$ cat config.mk
export PLATFORM = sky130hd
export DESIGN_NAME = list_builder_flat
export DESIGN_NICKNAME = d
export VERILOG_FILES = /design/src/rtl/list_builder_if.sv /design/src/rtl/list_builder.sv /design/src/flat_wrapper.sv
export SDC_FILE = /design/constraint.sdc
export NUM_CORES = 1
export LEC_CHECK = 0
export ABC_AREA = 1
export CORE_MARGIN = 2
export CORE_UTILIZATION = 58
export CTS_CLUSTER_SIZE = 20
export DETAILED_ROUTE_END_ITERATION = 10
export PLACE_DENSITY = 0.8
export SKIP_LAST_GASP = 1
export SLEW_MARGIN = 40
export SYNTH_ARGS = -nofsm -noshare
export SYNTH_HDL_FRONTEND = slang
export SYNTH_SLANG_ARGS = --single-unit
$ cat constraint.sdc
create_clock -name clk -period 3.5 [get_ports clk]
set_clock_uncertainty 0.05 [all_clocks]
set_input_delay 0.7 -clock clk [delete_from_list [all_inputs] [get_ports clk]]
set_output_delay 0.7 -clock clk [all_outputs]
set_load 0.01 [all_outputs]
$ cat src/rtl/list_builder_if.sv
// Handshake bundle between the node-pointer producer, the next-table writer and
// the head consumer.
interface list_builder_if #(
    parameter int WIDTH = 4
);
    logic [WIDTH-1:0] in_ptr;
    logic             in_last;
    logic             in_vld;
    logic             in_rdy;
    logic             clr;
    logic             wr_en;
    logic [WIDTH-1:0] wr_addr;
    logic [WIDTH-1:0] wr_data;
    logic [WIDTH-1:0] head_ptr;
    logic             head_vld;
    logic             head_rdy;
    logic             err_null;
    logic             err_dup;

    modport slave (
        input  in_ptr, in_last, in_vld, clr, head_rdy,
        output in_rdy, wr_en, wr_addr, wr_data, head_ptr, head_vld, err_null, err_dup
    );

    modport master (
        output in_ptr, in_last, in_vld, clr, head_rdy,
        input  in_rdy, wr_en, wr_addr, wr_data, head_ptr, head_vld, err_null, err_dup
    );
endinterface

$ cat src/rtl/list_builder.sv
// Writer end of the linked-list next-table: links accepted nodes tail-to-node,
// terminates each list with a null write and queues list heads in a small FIFO.
module list_builder #(
    parameter int N          = 16,
    parameter int WIDTH      = $clog2(N),
    parameter int HEAD_DEPTH = 4
) (
    input  logic          clk,
    input  logic          rst,
    list_builder_if.slave bus
);
    localparam int PW = (HEAD_DEPTH > 1) ? $clog2(HEAD_DEPTH) : 1;
    localparam int CW = $clog2(HEAD_DEPTH + 1);

    typedef enum logic [1:0] {
        IDLE,
        OPEN,
        TERM
    } state_e;

    state_e           state_q;
    logic [WIDTH-1:0] tail_q;
    logic [N-1:0]     used_q;
    logic             wr_en_q;
    logic [WIDTH-1:0] wr_addr_q;
    logic [WIDTH-1:0] wr_data_q;
    logic             err_null_q;
    logic             err_dup_q;

    logic [WIDTH-1:0] fifo_mem [HEAD_DEPTH];
    logic [PW-1:0]    rd_ptr_q, rd_ptr_d;
    logic [PW-1:0]    wr_ptr_q, wr_ptr_d;
    logic [CW-1:0]    count_q, count_d;

    logic fifo_space;
    logic accept;
    logic is_null;
    logic is_used;
    logic good;
    logic push;
    logic pop;

    function automatic logic [PW-1:0] next_ptr(input logic [PW-1:0] p);
        return (p == PW'(HEAD_DEPTH - 1)) ? '0 : p + 1'b1;
    endfunction

    // A full FIFO blocks a new list even if a pop happens in the same cycle.
    assign fifo_space = (count_q < CW'(HEAD_DEPTH));
    assign bus.in_rdy = ~bus.clr & ((state_q == OPEN) | ((state_q == IDLE) & fifo_space));
    assign accept     = bus.in_vld & bus.in_rdy;
    assign is_null    = (bus.in_ptr == '0);
    assign is_used    = used_q[bus.in_ptr];
    assign good       = accept & ~is_null & ~is_used;
    assign push       = good & (state_q == IDLE);
    assign pop        = bus.head_vld & bus.head_rdy;

    always_comb begin
        // NOTE: every signal gets a default first so no path can infer a latch.
        rd_ptr_d = rd_ptr_q;
        wr_ptr_d = wr_ptr_q;
        count_d  = count_q;
        if (push) wr_ptr_d = next_ptr(wr_ptr_q);
        if (pop)  rd_ptr_d = next_ptr(rd_ptr_q);
        case ({push, pop})
            2'b10:   count_d = count_q + 1'b1;
            2'b01:   count_d = count_q - 1'b1;
            default: count_d = count_q;
        endcase
    end

    always_ff @(posedge clk or posedge rst) begin
        if (rst) begin
            rd_ptr_q <= '0;
            wr_ptr_q <= '0;
            count_q  <= '0;
        end else begin
            rd_ptr_q <= rd_ptr_d;
            wr_ptr_q <= wr_ptr_d;
            count_q  <= count_d;
        end
    end

    // NOTE: storage is deliberately not reset; head_vld masks stale entries.
    always_ff @(posedge clk) begin
        if (push) fifo_mem[wr_ptr_q] <= bus.in_ptr;
    end

    always_ff @(posedge clk or posedge rst) begin
        if (rst) begin
            state_q    <= IDLE;
            tail_q     <= '0;
            used_q     <= '0;
            wr_en_q    <= 1'b0;
            wr_addr_q  <= '0;
            wr_data_q  <= '0;
            err_null_q <= 1'b0;
            err_dup_q  <= 1'b0;
        end else begin
            // NOTE: non-blocking assignments so every register samples pre-edge values.
            wr_en_q    <= 1'b0;
            err_null_q <= accept & is_null;
            err_dup_q  <= accept & ~is_null & is_used;
            case (state_q)
                IDLE: begin
                    if (bus.clr) used_q <= '0;
                    if (good) begin
                        used_q[bus.in_ptr] <= 1'b1;
                        tail_q             <= bus.in_ptr;
                        state_q            <= bus.in_last ? TERM : OPEN;
                    end
                end
                OPEN: begin
                    if (good) begin
                        wr_en_q            <= 1'b1;
                        wr_addr_q          <= tail_q;
                        wr_data_q          <= bus.in_ptr;
                        used_q[bus.in_ptr] <= 1'b1;
                        tail_q             <= bus.in_ptr;
                    end
                    // A dropped last node still closes the list at the old tail.
                    if (accept && bus.in_last) state_q <= TERM;
                end
                TERM: begin
                    wr_en_q   <= 1'b1;
                    wr_addr_q <= tail_q;
                    wr_data_q <= '0;
                    state_q   <= IDLE;
                end
                default: state_q <= IDLE;
            endcase
        end
    end

    assign bus.wr_en    = wr_en_q;
    assign bus.wr_addr  = wr_addr_q;
    assign bus.wr_data  = wr_data_q;
    assign bus.err_null = err_null_q;
    assign bus.err_dup  = err_dup_q;
    assign bus.head_vld = (count_q != '0);
    assign bus.head_ptr = bus.head_vld ? fifo_mem[rd_ptr_q] : '0;
endmodule

$ cat src/flat_wrapper.sv
// flat-port wrapper written by rule: the top's interface ports become plain ports
module list_builder_flat 
#(
    parameter int N          = 16,
    parameter int WIDTH      = $clog2(N),
    parameter int HEAD_DEPTH = 4
)
  (clk, rst, bus_in_ptr, bus_in_last, bus_in_vld, bus_clr, bus_head_rdy, bus_in_rdy, bus_wr_en, bus_wr_addr, bus_wr_data, bus_head_ptr, bus_head_vld, bus_err_null, bus_err_dup);
  list_builder_if #(.WIDTH(WIDTH)) bus_i ();
  input  logic clk;
  input  logic rst;
  input wire logic [$bits(bus_i.in_ptr)-1:0] bus_in_ptr;
  input wire logic [$bits(bus_i.in_last)-1:0] bus_in_last;
  input wire logic [$bits(bus_i.in_vld)-1:0] bus_in_vld;
  input wire logic [$bits(bus_i.clr)-1:0] bus_clr;
  input wire logic [$bits(bus_i.head_rdy)-1:0] bus_head_rdy;
  output wire logic [$bits(bus_i.in_rdy)-1:0] bus_in_rdy;
  output wire logic [$bits(bus_i.wr_en)-1:0] bus_wr_en;
  output wire logic [$bits(bus_i.wr_addr)-1:0] bus_wr_addr;
  output wire logic [$bits(bus_i.wr_data)-1:0] bus_wr_data;
  output wire logic [$bits(bus_i.head_ptr)-1:0] bus_head_ptr;
  output wire logic [$bits(bus_i.head_vld)-1:0] bus_head_vld;
  output wire logic [$bits(bus_i.err_null)-1:0] bus_err_null;
  output wire logic [$bits(bus_i.err_dup)-1:0] bus_err_dup;
  assign bus_i.in_ptr = bus_in_ptr;
  assign bus_i.in_last = bus_in_last;
  assign bus_i.in_vld = bus_in_vld;
  assign bus_i.clr = bus_clr;
  assign bus_i.head_rdy = bus_head_rdy;
  assign bus_in_rdy = bus_i.in_rdy;
  assign bus_wr_en = bus_i.wr_en;
  assign bus_wr_addr = bus_i.wr_addr;
  assign bus_wr_data = bus_i.wr_data;
  assign bus_head_ptr = bus_i.head_ptr;
  assign bus_head_vld = bus_i.head_vld;
  assign bus_err_null = bus_i.err_null;
  assign bus_err_dup = bus_i.err_dup;
  list_builder #(.N(N), .WIDTH(WIDTH), .HEAD_DEPTH(HEAD_DEPTH)) u_core (.clk(clk), .rst(rst), .bus(bus_i));
endmodule
# Word-level counts from Yosys, hierarchy flattened
# Memory sizes are Yosys's and may differ from the RTL's.
# Index checks and enable logic that the tools add are counted.
[word_totals]
ff_bits = 40
latchBits = 0
mem_bits_rw = 16
rom_bits = 0
inputBits = 10
n_memories = 1
[classes]
n_addsub = 4
multipliers = 0
n_div = 0
order_cmp = 3
eq_ne = 9
shift = 0
mux = 25
bitwise_logic = 15
reduce_logical = 13
[mem_list]
columns = ["memory", "words", "word_bits", "rd", "rd_ports_with_merged_regs", "write_ports", "line", "text"]
rows = [
  ["u_core.fifo_mem", 4, 4, 1, 0, 1, "list_builder.sv:30", "logic [WIDTH-1:0] fifo_mem [HEAD_DEPTH];"],
]
[ops]
columns = ["operator", "n"]
rows = [
  ["$mux 16", 4],
  ["$or 16x16->16", 2],
  ["$pmux 16 s2", 1],
  ["$pmux 4 s2", 2],
  ["$mux 4", 3],
  ["$mux 2", 5],
  ["$and 1x1->1", 9],
  ["$eq 2x2->1 const B", 4],
  ["$reduce_and 2->1", 4],
  ["$pmux 3 s2", 1],
  ["$reduce_bool 2->1", 3],
  ["$lt 4x5->1 const B", 1],
  ["$mux 1", 5],
  ["$add 2x1->2 const B", 2],
  ["$bmux 1 s4", 1],
  ["$demux 1 s4", 1],
  ["$eq 2x1->1 const B", 2],
  ["$ge 4x1->1 const B", 1],
  ["$logic_not 4->1", 1],
  ["$ne 2x1->1 const B", 2],
  ["$pmux 2 s2", 1],
  ["$add 3x1->3 const B", 1],
  ["$lt 3x3->1 const B", 1],
  ["$not 1->1", 3],
  ["8 further kinds", 9],
]

# Logic depth before layout (Yosys ltp)
[logic_depth]
word_depth = 10
mapped_depth = 18

# Least setup slack after synthesis
# OpenSTA, ideal clock, no wires.
[synth_path]
kind = "input-to-reg"
start = "input bus_clr"
end = "register u_core.count_q[1]"
setup_time_ns = 0.083
arrival_ns = 2.521
required_ns = 3.367
setup_slack_ns = 0.846
path_stages = 12
n_path_buf = 0
path_cell_list = "inv_1 > o21ai_1 > a21oi_2 > nand2_1 > a21oi_2 > nand2_2 > nor2_2 > inv_2 > ha_1 > inv_1 > fa_1 > o21ai_0"
[synth_between]
elab_chain_len = 8
word_cells_on_any_way = 10
classes_between = "eq/ne: 2; mux: 1; bitwise: 6; reduce/logical: 1"
[synth_rtl]
columns = ["item", "line", "text"]
rows = [
  ["start, declared", "flat_wrapper.sv:15", "input wire logic [$bits(bus_i.clr)-1:0] bus_clr;"],
  ["$not 1->1 (*)", "list_builder.sv:49", "assign bus.in_rdy = ~bus.clr & ((state_q == OPEN) | ((state_q == IDLE) & fifo_space));"],
  ["$and 1x1->1 (*)", "list_builder.sv:49", ""],
  ["via bus_in_rdy", "flat_wrapper.sv:17", "output wire logic [$bits(bus_i.in_rdy)-1:0] bus_in_rdy;"],
  ["$and 1x1->1 (*)", "list_builder.sv:50", "assign accept = bus.in_vld & bus.in_rdy;"],
  ["$and 1x1->1 (*) (2 in series)", "list_builder.sv:53", "assign good = accept & ~is_null & ~is_used;"],
  ["$and 1x1->1 (*)", "list_builder.sv:54", "assign push = good & (state_q == IDLE);"],
  ["$eq 2x1->1 / $eq 2x2->1 (equally long branches)", "list_builder.sv:64", "case ({push, pop})"],
  ["$pmux 3 s2 / $reduce_bool 2->1 (equally long branches)", "--", ""],
  ["end signal, assigned", "list_builder.sv:79", "count_q <= count_d;"],
  ["end, declared", "list_builder.sv:33", "logic [CW-1:0] count_q, count_d;"],
]
# The timed path passes the listed nets; every way through them passes the cells marked *.
# A chain may end at the register's enable or synchronous reset.

# Final worst setup path
[layout_path]
start = "input bus_in_ptr[3]"
end = "register u_core.count_q[1]"
[layout_between]
elab_chain_len = 7
word_cells_on_any_way = 12
classes_between = "eq/ne: 2; mux: 3; bitwise: 5; reduce/logical: 2"
[layout_rtl]
columns = ["item", "line", "text"]
rows = [
  ["start, declared", "flat_wrapper.sv:12", "input wire logic [$bits(bus_i.in_ptr)-1:0] bus_in_ptr;"],
  ["$bmux 1 s4 / $logic_not 4->1 (equally long branches)", "list_builder.sv:52, list_builder.sv:51", ""],
  ["$mux 1 (not written as such) / $not 1->1 (equally long branches)", "list_builder.sv:52, list_builder.sv:53", ""],
  ["$not 1->1 / $and 1x1->1 (equally long branches)", "list_builder.sv:53", ""],
  ["$and 1x1->1 (*)", "list_builder.sv:53", ""],
  ["$and 1x1->1 (*)", "list_builder.sv:54", ""],
  ["$eq 2x1->1 / $eq 2x2->1 (equally long branches)", "list_builder.sv:64", ""],
  ["$pmux 3 s2 / $reduce_bool 2->1 (equally long branches)", "--", ""],
]
# Mark *: on every way between the ends. The rest lies on a longest branch, timed or not. The select of a mux whose other input is x is not followed.

==> summary.txt <==
Run status
  • Status: finished, final reports clean

Place
  • Placer Congestion: 0.9042
  • Post-DP HPWL: 4.614 mm
  • PortBufs: 26
  • Placement Setup Slack: 16.72 ps

Logic synthesis
  • Yosys Warn Count: 0
  • Synth Cell Area: 0.003103 mm2
  • Mapped Cells: 410
  • Yosys cell types: 25
  • Synthesized Nets: 430
  • Synthesized area per cell: 7.568 um2
  • Post-Synth Adder-Cell Area: 4.274%
  • Post-synthesis mux area share: 0%
  • Largest family of logic cells by synthesized area: simple AND/OR/NAND/NOR gates
  • Post-synthesis xor/xnor area fraction: 0.5645%
  • Post-Synth Simple-Gate Area: 28.87%
  • Synth Register Bits: 56
  • Synth Area in Compound Gates: 10.00%
  • Register area share after synthesis: 47.74%

Final layout
  • Area Overhead vs Synth: 12.90%
  • Layout cell share with drive strength beyond 1: 6.452%
  • Antenna cells: 0
  • Final net count: 453
  • FILL cells: 436
  • FF+latch area: 0.001481 mm2
  • Multi-input gate area: 0.001356 mm2

Die
  • Die Y: 77.15 um
  • Width of the die: 77.15 um
  • Die footprint: 0.005951 mm2
  • Ports: 27
  • Row count: 26
  • Initial core utilization: 60.37%
  • Core box area: 0.005140 mm2

Worst setup path
  • Startpoint Class: input pin
  • Crit path required time: 3660 ps
  • Slowest-stage cell, CP: clkdlybuf4s50_1
  • Max stage delay on crit path: 580 ps
  • CP Max Fanout: 9
  • Worst Setup Path Type: input pin to flip-flop
  • Worst path cell trace: clkdlybuf4s50_1 > nor2_1 > nand2_1 > nand2_1 > inv_2 > nand2_2 > nand2_2 > nor2_2 > inv_2 > ha_1 > inv_1 > fa_1 > o21ai_0
  • Critical path arrival: 3350 ps
  • Critical path endpoint category: flip-flop

Timing
  • Unrepaired setup endpoints after global routing: false
  • Slew Limit Fails: 0
  • Fin crit period: 3182 ps
  • Rel. slew slack: 57.77%
  • Setup slack after layout: 317.9 ps
  • Final worst path period share: 90.92%
  • Fmax: 0.3143 GHz
  • Final hold violation count: 0
  • Setup violators final: 0
  • Setup TNS: 0 ps
  • Worst Tran Pin Value: 632.7 ps

Routing
  • Pre-antenna DRT Iters: 4
  • Drt drc: 0
  • WL final: 6.628 mm
  • Vias/cell: 5.294
  • Avg WL per Cell: 13.15 um
  • Vias: 2668
  • DRT iter0 DRCs: 191
  • Detail Route Antenna Nets: 0

Power
  • Worst VDD drop: 0.3170 mV
  • PwrDens: 585.8 mW/mm2
  • Leakage power: 1.795 nW

Clocking
  • Resized cells post-CTS: 0
  • Clk Latency, worst-skew pair: 310 ps
  • Clock root buffer: clkbuf_8
  • Clock sinks: 56
  • CTS tree: built
  • Clock buffer depth: 2
  • Max H-tree Level: 2
  • CTS Buf Count: 5
  • Hold-fix buffers, CTS: 0
  • Reg clk slew, reported paths: 100 ps
  • Postcts setup bufs: 0

Global route
  • Global route overflow: 0
  • Antenna violations before repair: 0
  • Wire length of the first global-routing pass: 11.39 mm
  • Number of global-route vias before repair: 2470
  • Largest net degree at the start of global routing: 32
  • Aggregate global-route resource usage: 23.57%

Flow run
  • Max cap viols: 0

Worst hold path
  • HP Class: flip-flop to flip-flop
==> metrics by stage <==
stage,instances,cell area (um2),utilization [%],hold WS [ps],total power [mW]
after floorplan,410,3103,-,392.2,1.431
after global placement,496,3415,66.43,412.0,1.677
after detailed placement,496,3415,66.43,415.3,1.710
after CTS,504,3503,68.16,433.2,2.061
after global routing,504,3503,68.16,474.1,2.219
final,504,3503,68.16,432.2,2.052
==> Yosys cell counts <==
library cell | number | share of area [%]
fa_1 | 1 | 0.65
buf_2 | 5 | 0.81
a21oi_1 | 20 | 3.2
nor2_1 | 31 | 3.7
xnor2_1 | 2 | 0.56
a21oi_2 | 2 | 0.56
nand2_4 | 1 | 0.36
nand2_2 | 2 | 0.40
inv_1 | 40 | 4.8
inv_2 | 8 | 0.97
nand2_1 | 139 | 17
clkinv_1 | 1 | 0.12
dfrtp_1 | 40 | 32
a21boi_0 | 1 | 0.24
nor3_1 | 1 | 0.16
o21ai_1 | 5 | 0.81
buf_6 | 1 | 0.36
o21ai_0 | 32 | 5.2
clkbuf_1 | 8 | 0.97
ha_1 | 9 | 3.6
buf_4 | 2 | 0.48
edfxtp_1 | 16 | 15
nand3_4 | 1 | 0.56
nand3_1 | 41 | 6.6
nor2_2 | 1 | 0.20
==> report_power, final <==
part	total, mW	internal, mW	leakage [nW]	switching (mW)
registers	0.874	0.779	0.677	0.0948
clock network	0.353	0.143	0.0414	0.210
logic	0.825	0.331	1.08	0.494
total	2.05	1.25	1.79	0.799
==> placed cells by master, fill, tap and decap left out, drive strengths merged, types with 2 or more instances in the layout <==
master,n
clkbuf,6
inv,48
edfxtp,16
dfrtp,40
clkinv,2
ha,9
a21oi,22
nand2,142
o21ai,37
nor2,32
nand3,42
buf,6
clkdlybuf4s50,26
xnor2,2
==> worst max-delay path: cells and delay by family <==
| family | cells | cell delay (ps) |
|---|---|---|
| AO/OA/AOI/OAI | 1 | 210 |
| AND/OR/NAND/NOR | 6 | 1020 |
| buffers and inverters | 4 | 810 |
| adder cells (fa/ha/maj) | 2 | 600 |
==> sequential cells by signal, summed over array words and instances, names as in the netlist, 2 cells and up <==
signal	count
u_core.used_q	16
u_core.rd_ptr_q	2
u_core.bus.wr_addr	4
u_core.wr_ptr_q	2
u_core.count_q	3
u_core.fifo_mem	16
u_core.state_q	2
u_core.tail_q	4
u_core.bus.wr_data	4
==> layer usage <==
layer / GRT usage [%] / vias up / routed length [um] / part of all wire [%]
li1: - / 1345 / - / -
met5: 0 / - / 0 / 0
met1: 30.59 / 1257 / 2923 / 44
met3: 3.882 / 8 / 286 / 4.3
met4: 5.893 / 0 / 59 / 0.89
met2: 41.22 / 58 / 3358 / 51
==> worst paths after layout <==
kind	slack, ps	from	cells past startpoint	end
max reg2reg	620	u_core.state_q[1]$_DFFE_PP0P_	13	u_core.count_q[1]$_DFFE_PP0P_
min reg2reg	430	u_core.tail_q[0]$_DFFE_PP0P_	2	u_core.bus.wr_addr[0]$_DFFE_PP0P_
max in group asynchronous	1910	rst	3	u_core.rd_ptr_q[0]$_DFFE_PP0P_
max	320	bus_in_ptr[3]	13	u_core.count_q[1]$_DFFE_PP0P_
min in group asynchronous	710	rst	2	u_core.used_q[0]$_DFFE_PP0P_
min	430	u_core.tail_q[0]$_DFFE_PP0P_	2	u_core.bus.wr_addr[0]$_DFFE_PP0P_
==> kinds of logic after synthesis <==
family | after synthesis
flops | 56
simple gates | 217
xor+xnor | 2
fa+ha+maj | 10
compound gates | 60
buf+inv | 65
==> layout make-up <==
type	count	share of cell area, %
Clock inverter	2	0.4643
Clock buffer	6	2.071
Timing Repair Buffer	32	8.714
Multi-Input combinational cell	289	38.71
Tap cell	70	2.500
Sequential cell	56	42.29
Inverter	49	5.250
Note: power is estimated with default switching activity, not from simulation.
